==> src/rtl/muldiv_hilo_ctrl_if.sv <==
// Request/response bundle between decode and the mult/div sequencer.
// MULDIV_MTHILO_EN adds the mthi/mtlo write path (mthi, mtlo, wdata).
interface muldiv_hilo_ctrl_if #(
  parameter int WIDTH = 32
);
  logic             start;
  logic [1:0]       op;
  logic [WIDTH-1:0] gr1;
  logic [WIDTH-1:0] gr2;
  logic             busy;
  logic             done;
  logic             div_zero;
  logic [WIDTH-1:0] hi;
  logic [WIDTH-1:0] lo;
`ifdef MULDIV_MTHILO_EN
  logic             mthi;
  logic             mtlo;
  logic [WIDTH-1:0] wdata;

  modport master (
    output start, op, gr1, gr2, mthi, mtlo, wdata,
    input  busy, done, div_zero, hi, lo
  );
  modport slave (
    input  start, op, gr1, gr2, mthi, mtlo, wdata,
    output busy, done, div_zero, hi, lo
  );
`else
  modport master (
    output start, op, gr1, gr2,
    input  busy, done, div_zero, hi, lo
  );
  modport slave (
    input  start, op, gr1, gr2,
    output busy, done, div_zero, hi, lo
  );
`endif
endinterface

==> src/rtl/muldiv_hilo_ctrl.sv <==
// Multi-cycle mult/multu/div/divu sequencer owning HI/LO; one shift-add or restoring step per cycle.
// Optional feature macro: MULDIV_MTHILO_EN (mthi/mtlo direct writes to HI/LO).
module muldiv_hilo_ctrl #(
  parameter int WIDTH = 32,
  parameter int CNT_W = 6
) (
  input logic               clk,
  input logic               rst,
  muldiv_hilo_ctrl_if.slave bus
);

  typedef enum logic [1:0] {
    S_IDLE,
    S_CALC,
    S_SIGN,
    S_DONE
  } state_t;

  state_t           state_reg, state_next;
  logic [CNT_W-1:0] cnt_reg;
  logic             is_div_reg;
  logic             neg_q_reg;
  logic             neg_r_reg;
  logic [WIDTH-1:0] opnd_reg;
  logic [WIDTH-1:0] acc_hi_reg;
  logic [WIDTH-1:0] acc_lo_reg;
  logic [WIDTH-1:0] hi_reg;
  logic [WIDTH-1:0] lo_reg;
  logic             div_zero_reg;

  logic             accept;
  logic             busy;
  logic             done;
  logic             op_div;
  logic             op_signed;
  logic             sign1;
  logic             sign2;
  logic [WIDTH-1:0] mag1;
  logic [WIDTH-1:0] mag2;
  logic             gr2_zero;

  logic [WIDTH:0]     mul_sum;
  logic [WIDTH:0]     div_shift;
  logic [WIDTH:0]     div_diff;
  logic [2*WIDTH-1:0] prod;
  logic [2*WIDTH-1:0] prod_fix;
  logic [WIDTH-1:0]   quo_fix;
  logic [WIDTH-1:0]   rem_fix;

  // Operand conditioning: signed ops work on magnitudes, signs are re-applied in SIGN.
  always_comb begin
    op_div    = bus.op[1];
    op_signed = ~bus.op[0];
    sign1     = op_signed & bus.gr1[WIDTH-1];
    sign2     = op_signed & bus.gr2[WIDTH-1];
    mag1      = sign1 ? ({WIDTH{1'b0}} - bus.gr1) : bus.gr1;
    mag2      = sign2 ? ({WIDTH{1'b0}} - bus.gr2) : bus.gr2;
    gr2_zero  = (bus.gr2 == {WIDTH{1'b0}});
  end

  always_comb begin
    state_next = state_reg;
    accept     = 1'b0;
    busy       = 1'b0;
    done       = 1'b0;
    case (state_reg)
      S_IDLE, S_DONE: begin
        done       = (state_reg == S_DONE);
        state_next = S_IDLE;
        if (bus.start) begin
          accept     = 1'b1;
          state_next = (op_div && gr2_zero) ? S_DONE : S_CALC;
        end
      end
      S_CALC: begin
        busy = 1'b1;
        if (cnt_reg == CNT_W'(WIDTH - 1)) begin
          state_next = S_SIGN;
        end
      end
      S_SIGN: begin
        busy       = 1'b1;
        state_next = S_DONE;
      end
      default: state_next = S_IDLE;
    endcase
  end

  // Single-step datapath: acc_hi:acc_lo is the product accumulator or remainder:quotient pair.
  always_comb begin
    mul_sum   = {1'b0, acc_hi_reg} + (acc_lo_reg[0] ? {1'b0, opnd_reg} : {(WIDTH + 1){1'b0}});
    div_shift = {acc_hi_reg, acc_lo_reg[WIDTH-1]};
    div_diff  = div_shift - {1'b0, opnd_reg};
    prod      = {acc_hi_reg, acc_lo_reg};
    prod_fix  = neg_q_reg ? ({(2 * WIDTH){1'b0}} - prod) : prod;
    quo_fix   = neg_q_reg ? ({WIDTH{1'b0}} - acc_lo_reg) : acc_lo_reg;
    rem_fix   = neg_r_reg ? ({WIDTH{1'b0}} - acc_hi_reg) : acc_hi_reg;
  end

  always_ff @(posedge clk) begin
    if (rst) begin
      state_reg    <= S_IDLE;
      cnt_reg      <= '0;
      is_div_reg   <= 1'b0;
      neg_q_reg    <= 1'b0;
      neg_r_reg    <= 1'b0;
      opnd_reg     <= '0;
      acc_hi_reg   <= '0;
      acc_lo_reg   <= '0;
      hi_reg       <= '0;
      lo_reg       <= '0;
      div_zero_reg <= 1'b0;
    end else begin
      state_reg    <= state_next;
      div_zero_reg <= 1'b0;
      case (state_reg)
        S_IDLE, S_DONE: begin
          if (accept) begin
            cnt_reg      <= '0;
            is_div_reg   <= op_div;
            neg_q_reg    <= sign1 ^ sign2;
            neg_r_reg    <= sign1;
            opnd_reg     <= op_div ? mag2 : mag1;
            acc_hi_reg   <= '0;
            acc_lo_reg   <= op_div ? mag1 : mag2;
            div_zero_reg <= op_div && gr2_zero;
          end
`ifdef MULDIV_MTHILO_EN
          // A start in the same cycle takes priority and the move is dropped.
          else begin
            if (bus.mthi) hi_reg <= bus.wdata;
            if (bus.mtlo) lo_reg <= bus.wdata;
          end
`endif
        end
        S_CALC: begin
          cnt_reg <= cnt_reg + 1'b1;
          if (is_div_reg) begin
            if (!div_diff[WIDTH]) begin
              acc_hi_reg <= div_diff[WIDTH-1:0];
              acc_lo_reg <= {acc_lo_reg[WIDTH-2:0], 1'b1};
            end else begin
              acc_hi_reg <= div_shift[WIDTH-1:0];
              acc_lo_reg <= {acc_lo_reg[WIDTH-2:0], 1'b0};
            end
          end else begin
            acc_hi_reg <= mul_sum[WIDTH:1];
            acc_lo_reg <= {mul_sum[0], acc_lo_reg[WIDTH-1:1]};
          end
        end
        S_SIGN: begin
          if (is_div_reg) begin
            hi_reg <= rem_fix;
            lo_reg <= quo_fix;
          end else begin
            hi_reg <= prod_fix[2*WIDTH-1:WIDTH];
            lo_reg <= prod_fix[WIDTH-1:0];
          end
        end
        default: ;
      endcase
    end
  end

  assign bus.busy     = busy;
  assign bus.done     = done;
  assign bus.div_zero = div_zero_reg;
  assign bus.hi       = hi_reg;
  assign bus.lo       = lo_reg;

endmodule

==> src/flat_wrapper.sv <==
// flat-port wrapper written by rule: the top's interface ports become plain ports
module muldiv_hilo_ctrl_flat 
#(
  parameter int WIDTH = 32,
  parameter int CNT_W = 6
)
  (clk, rst, bus_start, bus_op, bus_gr1, bus_gr2, bus_busy, bus_done, bus_div_zero, bus_hi, bus_lo);
  muldiv_hilo_ctrl_if #(.WIDTH(WIDTH)) bus_i ();
  input logic clk;
  input logic rst;
  input wire logic [$bits(bus_i.start)-1:0] bus_start;
  input wire logic [$bits(bus_i.op)-1:0] bus_op;
  input wire logic [$bits(bus_i.gr1)-1:0] bus_gr1;
  input wire logic [$bits(bus_i.gr2)-1:0] bus_gr2;
  output wire logic [$bits(bus_i.busy)-1:0] bus_busy;
  output wire logic [$bits(bus_i.done)-1:0] bus_done;
  output wire logic [$bits(bus_i.div_zero)-1:0] bus_div_zero;
  output wire logic [$bits(bus_i.hi)-1:0] bus_hi;
  output wire logic [$bits(bus_i.lo)-1:0] bus_lo;
  assign bus_i.start = bus_start;
  assign bus_i.op = bus_op;
  assign bus_i.gr1 = bus_gr1;
  assign bus_i.gr2 = bus_gr2;
  assign bus_busy = bus_i.busy;
  assign bus_done = bus_i.done;
  assign bus_div_zero = bus_i.div_zero;
  assign bus_hi = bus_i.hi;
  assign bus_lo = bus_i.lo;
  muldiv_hilo_ctrl #(.WIDTH(WIDTH), .CNT_W(CNT_W)) u_core (.clk(clk), .rst(rst), .bus(bus_i));
endmodule
==> config.mk <==
export PLATFORM = sky130hd
export DESIGN_NAME = muldiv_hilo_ctrl_flat
export DESIGN_NICKNAME = d
export VERILOG_FILES = /design/src/rtl/muldiv_hilo_ctrl_if.sv /design/src/rtl/muldiv_hilo_ctrl.sv /design/src/flat_wrapper.sv
export SDC_FILE = /design/constraint.sdc
export NUM_CORES = 1
export LEC_CHECK = 0
export ABC_AREA = 1
export BUFFER_PORTS_ARGS = -buffer_cell sky130_fd_sc_hd__buf_2
export CAP_MARGIN = 10
export CORE_MARGIN = 5
export CORE_UTILIZATION = 60
export DETAILED_ROUTE_END_ITERATION = 10
export PLACE_DENSITY = 0.8
export SLEW_MARGIN = 20
export SYNTH_ARGS = -nofsm -noshare
export SYNTH_HDL_FRONTEND = slang
export SYNTH_SLANG_ARGS = --single-unit
export TNS_END_PERCENT = 10
==> constraint.sdc <==
create_clock -name clk -period 3.35 [get_ports clk]
set_clock_uncertainty 0.15 [all_clocks]
set_input_delay 0 -clock clk [delete_from_list [all_inputs] [get_ports clk]]
set_output_delay 0 -clock clk [all_outputs]
set_load 0.02 [all_outputs]
Word level (Yosys, flattened, before mapping)
Index checks and enable logic that the tools add are counted.
W data, S select, Z words.
{"block": "op_classes", "add_sub_neg": 8, "eq_ne": 6, "mux": 28, "bitwise": 6, "reduce_logical": 9}
{"cell": "$mux W32", "count": 14}
{"cell": "$pmux W32 S2", "count": 2}
{"cell": "$sub A1 B32 Y32 const A", "count": 4}
{"cell": "$mux W64", "count": 1}
{"cell": "$sub A1 B64 Y64 const A", "count": 1}
{"cell": "$add A32 B33 Y33", "count": 1}
{"cell": "$sub A33 B32 Y33", "count": 1}
{"cell": "$logic_not A32 Y1", "count": 1}
{"cell": "$pmux W6 S2", "count": 1}
{"cell": "$add A6 B1 Y6 const B", "count": 1}
{"cell": "$eq A6 B5 Y1 const B", "count": 1}
{"cell": "$mux W2", "count": 3}
{"cell": "$mux W6", "count": 1}
{"cell": "$pmux W2 S3", "count": 1}
{"cell": "$mux W1", "count": 5}
{"cell": "$eq A2 B2 Y1 const B", "count": 2}
{"cell": "$ne A2 B1 Y1 const B", "count": 2}
{"cell": "$reduce_and A2 Y1", "count": 2}
{"cell": "$reduce_or A2 Y1", "count": 2}
{"cell": "$not A1 Y1", "count": 3}
{"cell": "$reduce_or A3 Y1", "count": 1}
{"cell": "$and A1 B1 Y1", "count": 2}
{"cell": "$eq A2 B1 Y1 const B", "count": 1}
{"cell": "$logic_not A2 Y1", "count": 1}
{"cell": "3 further kinds", "count": 3}
{"block": "word_totals", "register_bits": 172, "inputBits": 69, "output_inout_bits": 67, "elab_cells": 68}

Logic depth before layout (Yosys ltp)
{"block": "logic_depth", "depth_word": 6, "mapped_depth": 20, "depth_no_buf": 18}

Least setup slack after synthesis
Ideal clock, no wire load.
{"block": "synth_timing", "path_type": "reg2reg", "from": "reg u_core.acc_lo_reg[0]", "to": "reg u_core.acc_hi_reg[13]", "setup_time_ns": 0.067, "t_arrival_ns": 2.456, "t_required_ns": 3.133, "setup_slack_ns": 0.676, "stages_incl_launch_ff": 20, "path_buffers": 2, "period_less_slack_ns": 2.674, "cell_sequence": "dfxtp_1 -> buf_2 -> clkbuf_1 -> nand2_1 -> inv_1 -> ha_1 -> inv_1 -> fa_1 -> o21ai_1 -> nand2_1 -> nand2_1 -> nand2_1 -> nand2_1 -> inv_1 -> or2_0 -> nand3_1 -> nand2_1 -> inv_1 -> nand2_1 -> a21oi_2"}
{"block": "synth_via", "elab_chain_len": 4}
{"element": "start, declared", "line_no": "muldiv_hilo_ctrl.sv:26", "text": "logic [WIDTH-1:0] acc_lo_reg;"}
{"element": "start signal, assigned", "line_no": "muldiv_hilo_ctrl.sv:125", "text": "acc_lo_reg <= op_div ? mag1 : mag2;"}
{"element": "start signal, assigned", "line_no": "muldiv_hilo_ctrl.sv:141", "text": "acc_lo_reg <= {acc_lo_reg[WIDTH-2:0], 1'b1};"}
{"element": "start signal, assigned", "line_no": "muldiv_hilo_ctrl.sv:144", "text": "acc_lo_reg <= {acc_lo_reg[WIDTH-2:0], 1'b0};"}
{"element": "$mux W32", "line_no": "muldiv_hilo_ctrl.sv:91", "text": "mul_sum = {1'b0, acc_hi_reg} + (acc_lo_reg[0] ? {1'b0, opnd_reg} : {(WIDTH + 1){1'b0}});"}
{"element": "$add A32 B33 Y33", "line_no": "muldiv_hilo_ctrl.sv:91"}
{"element": "$mux W32", "line_no": "muldiv_hilo_ctrl.sv:138", "text": "if (is_div_reg) begin"}
{"element": "$pmux W32 S2", "line_no": "muldiv_hilo_ctrl.sv:116", "text": "case (state_reg)"}
{"element": "end signal, assigned", "line_no": "muldiv_hilo_ctrl.sv:140", "text": "acc_hi_reg <= div_diff[WIDTH-1:0];"}
{"element": "end signal, assigned", "line_no": "muldiv_hilo_ctrl.sv:143", "text": "acc_hi_reg <= div_shift[WIDTH-1:0];"}
{"element": "end signal, assigned", "line_no": "muldiv_hilo_ctrl.sv:147", "text": "acc_hi_reg <= mul_sum[WIDTH:1];"}
{"element": "end, declared", "line_no": "muldiv_hilo_ctrl.sv:25", "text": "logic [WIDTH-1:0] acc_hi_reg;"}
No other way between the ends.
A chain may end at the register's enable or synchronous reset.

Worst setup path after layout
{"block": "layout_timing", "from": "in bus_gr1[31]", "to": "reg u_core.opnd_reg[10]"}
{"block": "layout_via", "elab_chain_len": 3}
{"element": "start, declared", "line_no": "flat_wrapper.sv:13", "text": "input wire logic [$bits(bus_i.gr1)-1:0] bus_gr1;"}
{"element": "$and A1 B1 Y1", "line_no": "muldiv_hilo_ctrl.sv:54", "text": "sign1 = op_signed & bus.gr1[WIDTH-1];"}
{"element": "$mux W32", "line_no": "muldiv_hilo_ctrl.sv:56", "text": "mag1 = sign1 ? ({WIDTH{1'b0}} - bus.gr1) : bus.gr1;"}
{"element": "$mux W32", "line_no": "muldiv_hilo_ctrl.sv:123", "text": "opnd_reg <= op_div ? mag2 : mag1;"}
{"element": "end signal, assigned", "line_no": "muldiv_hilo_ctrl.sv:123"}
{"element": "end, declared", "line_no": "muldiv_hilo_ctrl.sv:24", "text": "logic [WIDTH-1:0] opnd_reg;"}
No other way between the ends.

==> run metrics <==
Final Hold Fails=0; register area share after synthesis=19.6%; post-synth cell types=55; setup_tns=0 ns; Pleak=10.5 nW; post-DP HPWL=approximately 53 mm; port bufs=135; Crit Path Max Fanout=27; status=finished, final reports clean; Final WS setup=between 0.08 and 0.09 ns; dpl ws=0.353 ns; WP data arrival=3.51 ns; grt total ovfl=0; Post-Syn Instances=roughly 3.1k; Fmax=307 MHz; Iteration-0 DRC Markers=2,996; PD cells=about 760 nW/µm²; Synth Register Bits=172; total global-route track usage=40.4%; clock sink count=172; placer congestion estimate=1.03; minimum clock period=3.26 ns; largest net degree at the start of global routing=approximately 120; NumNets Final=3,439; Pins Over Slew Limit=0; post-DR wirelength/cell=18.6 µm; CTS root buffer=clkbuf_16; die area=around 33,000 µm²; vias in the first global route=20.0k; CORE AREA=28,900 µm²; Tightest Pin Transition=0.959 ns; CP required=3.60 ns; Mapped Nets=between 3k and 4k; antenna violations before repair=0; clock transition at the registers of the reported paths=around 0.090 ns; global-route wire length before repair=approximately 110 mm; die height=roughly 180 µm; Max clock buf depth=2; setup violators final=0; final design utilization=69.1%; starting density of the core=between 60% and 70%; I/O Pins=136; Post-synth ARST share=0%; Rows=between 60 and 70; Post-Route WL=68.7 mm; maxcap violations=0; Vias=21.6k; ANT cells=0; synth cell count leaders=nand2_1 (885), inv_1 (499), nor2_1 (350); via-per-instance ratio=5.86; Yosys top cell area share=19.6%; Inserted Clock Buffers=17; Worst Hold Slack=0.0197 ns; reg2reg path depth=17; Crit Path Class=in2reg; ys flop type=dfxtp_1; TritonRoute pass-1 iters=7; Synth area leaders=dfxtp_1 (20%), nand2_1 (19%), inv_1 (11%), nor2_1 (7.5%), nand3_1 (6.7%); max_slew headroom=36.1%; Avg Cell Area, Syn=5.59 µm²; most common cell in the netlist=nand2_1; Hold Crit Class=in2reg; startpoint types=primary input; Die X=181 µm; Worst Setup End Kind=flip-flop; H-tree levels=4; WHS Path Cells=6; Clock Latency Late Sink=0.47 ns; Post-route DRC=0; cell taking the most area after synthesis=dfxtp_1; Syn Std Cell Area=17,600 µm²; area grow syn2layout=13.3%; peak supply drop=~0.0011 V; share of cells above drive strength 1=8.95%; Synthesis Warnings=0; EDFF count, synth=0; Detail Route Antenna Nets=0; CTS tree=built; final worst-path cycle share=a little over nine tenths
[where the power goes]
part	leakage, nW	total [W]	switching (W)	internal [W]
sequential	1.41	0.00339	0.000724	0.00267
combinational	8.79	0.00965	0.00672	0.00293
clock	0.311	0.00218	0.00113	0.00105
[final cells by class]
type	count	area (µm²)
Multi-Input combinational cell	2348	11800
Fill cell	2688	8910
Sequential cell	172	3440
Inverter	510	1910
Timing Repair Buffer	247	1700
Tap cell	384	480
Clock buffer	17	425
Clock inverter	15	223
[stage by stage]
step,total power [W],cell area (µm²),cells
CTS,0.0148,19900,3693
detailed placement,0.0126,18600,3592
global placement,0.0124,18600,3592
floorplan,0.00994,17600,3149
finish,0.0152,19900,3693
global route,0.0163,19900,3693
[worst paths after layout]
kind	slack [ns]	from	to
setup / recovery	0.09	bus_gr1[31]	u_core.opnd_reg[10]
hold / removal	0.02	bus_gr1[14]	u_core.acc_lo_reg[14]
setup reg to reg	0.24	u_core.acc_hi_reg[0]	u_core.acc_hi_reg[31]
hold reg to reg	0.35	u_core.bus.lo[22]	u_core.bus.lo[22]
[layer usage]
layer	part of all wire (%)	track usage [%]	vias up
met1	39	52.6	9624
met2	42	62.3	1385
met3	11	8.02	262
met4	6.9	23.1	0
li1	-	-	10400
met5	0	0	-
[worst max-delay path, cell delays in order]
cell	delay (ns)
dlygate4sd3_1	0.51
buf_2	0.18
inv_1	0.07
nor2_2	0.09
buf_4	0.28
inv_1	0.35
nor2_1	0.22
xor2_1	0.37
nand2_1	0.08
dlygate4sd3_1	0.59
a31oi_1	0.18
dlygate4sd3_1	0.58
[layout by cell type (no fill, tap or decap), types with 42 or more instances in the layout]
master / instances
ha_1: 71
xor2_1: 70
dfxtp_1: 171
buf_2: 135
inv_1: 497
o21ai_0: 216
a21oi_1: 191
nand2_1: 885
nand3_1: 235
dlygate4sd3_1: 69
nor2_1: 348
buf_4: 42
[logic make-up after synthesis]
| group | synth area share (%) |
|---|---|
| xor+xnor | 4.08 |
| simple gates | 39.3 |
| flops | 19.6 |
| buf+inv | 13.7 |
| compound gates | 18.0 |
| fa+ha+maj | 5.35 |
[repair_timing]
item	in CTS	in global routing
endpoints found under the setup margin	0	2
setup buffers	0	0
hold buffers	69	0
endpoints found under the hold margin	69	0
resized for setup	0	1
Power figures use the tool's default switching activity.
